$ cat src/rtl/shift_reg_universal.sv
// Universal shift register: DEPTH stages of WIDTH bits with shift, rotate, parallel load,
// clock enable, tap readout and a fill counter that qualifies the serial output.
module shift_reg_universal #(
  parameter int WIDTH = 1,
  parameter int DEPTH = 7,
  localparam int TW   = $clog2(DEPTH)
) (
  input  logic                   i_clk,
  input  logic                   i_rst_n,
  input  logic                   i_ce,
  input  logic [1:0]             i_mode,
  input  logic                   i_dir,
  input  logic [WIDTH-1:0]       i_si,
  input  logic [WIDTH*DEPTH-1:0] i_pi,
  input  logic [TW-1:0]          i_tap_sel,
  output logic [WIDTH-1:0]       o_so,
  output logic [WIDTH*DEPTH-1:0] o_po,
  output logic [WIDTH-1:0]       o_tap_o,
  output logic                   o_so_valid
);

  localparam int FW = $clog2(DEPTH + 1);
  localparam logic [FW-1:0] FILL_MAX = FW'(DEPTH);

  localparam logic [1:0] MODE_HOLD  = 2'b00;
  localparam logic [1:0] MODE_SHIFT = 2'b01;
  localparam logic [1:0] MODE_LOAD  = 2'b10;
  localparam logic [1:0] MODE_ROT   = 2'b11;

  logic [WIDTH*DEPTH-1:0] r_stages;
  logic [FW-1:0]          r_fill;
  logic                   r_last_dir;

  logic [WIDTH-1:0]       w_feed;
  logic [WIDTH*DEPTH-1:0] w_shifted;
  logic [WIDTH-1:0]       w_tap;

  // Rotate feeds the stage that would be dropped back in place of SI.
  always_comb begin
    if (i_mode == MODE_ROT)
      w_feed = i_dir ? r_stages[WIDTH-1:0] : r_stages[WIDTH*DEPTH-1 -: WIDTH];
    else
      w_feed = i_si;
    if (i_dir)
      w_shifted = {w_feed, r_stages[WIDTH*DEPTH-1:WIDTH]};
    else
      w_shifted = {r_stages[WIDTH*(DEPTH-1)-1:0], w_feed};
  end

  always_ff @(posedge i_clk or negedge i_rst_n) begin
    if (!i_rst_n) begin
      r_stages   <= '0;
      r_fill     <= '0;
      r_last_dir <= 1'b0;
    end else if (i_ce) begin
      case (i_mode)
        MODE_SHIFT: begin
          r_stages <= w_shifted;
          if (i_dir == r_last_dir) begin
            if (r_fill != FILL_MAX) r_fill <= r_fill + FW'(1);
          end else begin
            r_fill     <= FW'(1);
            r_last_dir <= i_dir;
          end
        end
        MODE_LOAD: begin
          r_stages   <= i_pi;
          r_fill     <= FILL_MAX;
          r_last_dir <= i_dir;
        end
        MODE_ROT:  r_stages <= w_shifted;
        MODE_HOLD: r_stages <= r_stages;
        default:   r_stages <= r_stages;
      endcase
    end
  end

  always_comb begin
    w_tap = '0;
    for (int k = 0; k < DEPTH; k++)
      if (i_tap_sel == TW'(k)) w_tap = r_stages[k*WIDTH +: WIDTH];
  end

  // o_so_valid: o_so carries SI/PI data once DEPTH same-direction entries have
  // accumulated and the current DIR matches the direction they were shifted in.
  assign o_so       = i_dir ? r_stages[WIDTH-1:0] : r_stages[WIDTH*DEPTH-1 -: WIDTH];
  assign o_po       = r_stages;
  assign o_tap_o    = w_tap;
  assign o_so_valid = (r_fill == FILL_MAX) && (i_dir == r_last_dir);

endmodule
$ cat config.mk
export PLATFORM = sky130hd
export DESIGN_NAME = shift_reg_universal
export DESIGN_NICKNAME = d
export VERILOG_FILES = /design/src/rtl/shift_reg_universal.sv
export SDC_FILE = /design/constraint.sdc
export NUM_CORES = 1
export LEC_CHECK = 0
export BUFFER_PORTS_ARGS = -buffer_cell sky130_fd_sc_hd__buf_4
export CAP_MARGIN = 20
export CORE_MARGIN = 5
export CORE_UTILIZATION = 51
export CTS_CLUSTER_SIZE = 14
export DETAILED_ROUTE_END_ITERATION = 8
export PLACE_DENSITY = 0.82
export SLEW_MARGIN = 15
export SYNTH_ARGS = -nofsm -noshare
export SYNTH_HDL_FRONTEND = slang
export SYNTH_SLANG_ARGS = --single-unit
$ cat constraint.sdc
create_clock -name i_clk -period 2.3 [get_ports i_clk]
set_clock_uncertainty 0.15 [all_clocks]
set_input_delay 0.46 -clock i_clk [delete_from_list [all_inputs] [get_ports i_clk]]
set_output_delay 0.46 -clock i_clk [all_outputs]
set_load 0.01 [all_outputs]
==> impl_metrics.py <==
metrics = {
    "outcome": {
        "status": "completed",
    },
    "cts": {
        "clock_latency_ns": 0.28,
        "path_clk_slew_ns": 0.08,
        "cts_buffers": 3,
        "clock_path_buffers": 2,
        "cts_tree": "yes",
        "htreeDepth": 1,
        "cts_resized": 0,
        "clock-root-buffer": "clkbuf_4",
        "cts.sinks": 11,
    },
    "synthesis": {
        "yosys_warnings": 0,
        "syn_inst": 85,
        "avgSynthCellArea_um2": 8.920,
        "ys.flop_type": "dfrtp_1",
        "syn-num-nets": 108,
        "async_reset_ff_frac": 1.000,
        "ys_seq_area_frac": 0.3630,
        "netlist_area_um2": 758.2,
        "ys_ff_latch": 11,
        "synth_cell_type_count": 28,
        "synth_edf_count": 0,
    },
    "place": {
        "hpwl_mm": 1.452,
        "gp_congestion": 0.7541,
        "numPortBuffers": 26,
    },
    "setup_path": {
        "ff2ff_setup_slack_ns": 0.69,
        "crit_type": "flop to output port",
        "start_kind": "flop",
        "cp.arrival_ns": 1.52,
        "crit_chain": "mux4_2, o21a_1, buf_4",
        "r2r_cells": 4,
        "worstSetupEndpointType": "output port",
        "crit_path_max_fanout": 6,
        "timing.rr.start": "r_fill[0]",
        "slowest_delay_ns": 0.47,
        "critPathSlowestCell": "mux4_2",
        "crit_required_ns": 1.69,
        "r2r_end": "r_fill[0]",
    },
    "pwr": {
        "power.density_nw_per_um2": 662.9,
        "vdd_ir_drop_max_mv": 0.4792,
        "leakagePower_nw": 0.5005,
    },
    "layout": {
        "drive_gt1_frac": 0.3097,
        "syn_to_final_growth_pct": 32.18,
        "final_net_count": 137,
        "diodes": 0,
        "finish.utilization": 0.6893,
    },
    "grt": {
        "grt_usage": 0.1689,
        "grt_pass1_wl_mm": 3.187,
        "antenna_found_initial": 0,
        "grt_max_degree": 15,
        "grt_pass1_vias": 710,
        "grt_remaining_overflow": 0,
    },
    "die": {
        "initial_utilization": 0.5215,
        "io_pins": 27,
        "dieArea_um2": 2358,
        "core_region_area_um2": 1454,
        "num_rows": 14,
        "die_y_um": 48.56,
        "die_w_um": 48.56,
    },
    "timing": {
        "fin_crit_ns": 2.126,
        "final.setup.tns_ns": 0,
        "worstMarginPinSlew_ns": 0.4671,
        "hold_viol": 0,
        "fin_crit_sh": 0.9242,
        "setup_viol": 0,
        "rsz0062_at_grt": "no",
        "slew_headroom": 0.6886,
        "fmax_mhz": 470.4,
        "report.final.slew_viol_count": 0,
    },
    "hold_path": {
        "holdCritPathClass": "input pin to flop",
        "min-delay-start": "i_pi[4]",
        "whs_endpoint": "o_po[4]",
        "min_path_cells": 3,
    },
    "routing": {
        "avgRoutedWirePerCell_um": 14.33,
        "drc_errors": 0,
        "firstDrtPassIters": 4,
        "vias": 721,
        "ant_nets": 0,
        "via_per_inst": 5.589,
        "drt_iter0_drc": 12,
        "wl_mm": 1.848,
    },
    "run": {
        "drv_cap": 0,
    },
}
-- registers in the layout (all words and copies together) (netlist names) --
register	count
o_po	7
r_last_dir	1
r_fill	3
-- power by group --
| group | switching (mW) | internal [mW] |
|---|---|---|
| clock | 0.0707 | 0.0645 |
| sequential | 0.0441 | 0.237 |
| combinational | 0.115 | 0.133 |
-- synth_stat cells, types with 2 or more instances --
cell type,count,area [um2]
nand2_1,12,45.04
inv_1,3,11.26
mux2i_1,6,60.06
nand2b_1,2,12.51
a21oi_1,9,45.04
dfrtp_1,11,275.3
ha_1,6,75.07
o21ai_0,10,50.05
nor2_1,6,22.52
clkbuf_1,2,7.510
-- layout by cell type (no fill, tap or decap) --
cell           netlist  routed
o221ai_1             1       1
o31ai_1              1       1
o21ai_0             10      10
mux2i_1              6       6
a221oi_1             1       1
mux2_2               1       1
inv_1                3       3
nand3_1              1       1
nand3b_1             1       1
dlygate4sd3_1        0       1
o32ai_1              1       1
ha_1                 6       6
a21oi_1              9       9
nand2_1             12      12
nand2b_1             2       2
clkbuf_4             0       3
nor2_1               6       6
and2_1               1       1
buf_4                0      27
mux2_4               1       1
a21o_1               1       1
dfrtp_1             11      11
o21a_1               1       1
mux4_2               1       1
nor3_1               1       1
a31o_2               1       1
xnor2_1              1       1
clkinv_2             0       1
nor2b_1              1       1
-- per-stage QoR --
step	setup slack, ns	area (um2)	instances	total power, mW	hold slack, ns
3_5_place_dp	0.3350	964.7	124	0.5348	0.1540
6_report	0.1743	1002	129	0.6644	0.3128
4_1_cts	0.1631	1002	129	0.6739	0.3187
2_1_floorplan	0.5617	758.2	85	0.4192	0.01441
5_1_grt	0.1237	1002	129	0.7233	0.3370
3_3_place_gp	0.3520	964.7	124	0.5168	0.1539
-- how the worst max path moves through the flow --
stage | from | endpoint | slack, ns | cells after the start
floorplan | i_tap_sel[0] | o_tap_o | 0.56 | 2
global placement | i_tap_sel[0] | o_tap_o | 0.35 | 4
detailed placement | i_tap_sel[0] | o_tap_o | 0.33 | 4
CTS | o_po[0] | o_tap_o | 0.16 | 3
global route | o_po[0] | o_tap_o | 0.12 | 3
finish | o_po[0] | o_tap_o | 0.17 | 3
-- per-layer routing --
layer  vias to the layer above  global-route usage  part of all wire
li1                        355                   -                 -
met1                       344              0.1757              0.38
met2                        18              0.2957              0.53
met3                         4             0.07362             0.069
met4                         0             0.06278             0.015
met5                         -                   0                 0
-- worst max-delay path, delay by kind of cell (launching register included) --
| family | cells | cell delay, ns |
|---|---|---|
| buf+inv | 1 | 0.14 |
| compound gates | 1 | 0.18 |
| flops | 1 | 0.45 |
| mux | 1 | 0.47 |
-- cell families (layout without fill, tap and decap cells) --
group	count (synthesis)	count (layout)	synth area share
adder cells (fa/ha/maj)	6	6	0.09901
multiplexers	9	9	0.1436
AO/OA/AOI/OAI	26	26	0.2013
AND/OR/NAND/NOR	25	25	0.1452
XOR/XNOR	1	1	0.01155
buffers and inverters	7	35	0.03630
flip-flops	11	11	0.3630
-- layout make-up --
cell class | instances | area [um2]
fillers | 124 | 451.7
well taps | 16 | 20.02
multi-input cells | 67 | 455.4
repair buffers | 28 | 212.7
inverters | 3 | 11.26
clock buffers | 3 | 22.52
clock inverters | 1 | 5.005
flip-flops and latches | 11 | 275.3
-- repair_timing --
item | in CTS | in global routing
endpoints found under the hold margin | 11 | 0
setup buffers | 0 | 0
hold buffers | 1 | 0
Power figures use the tool's default switching activity.
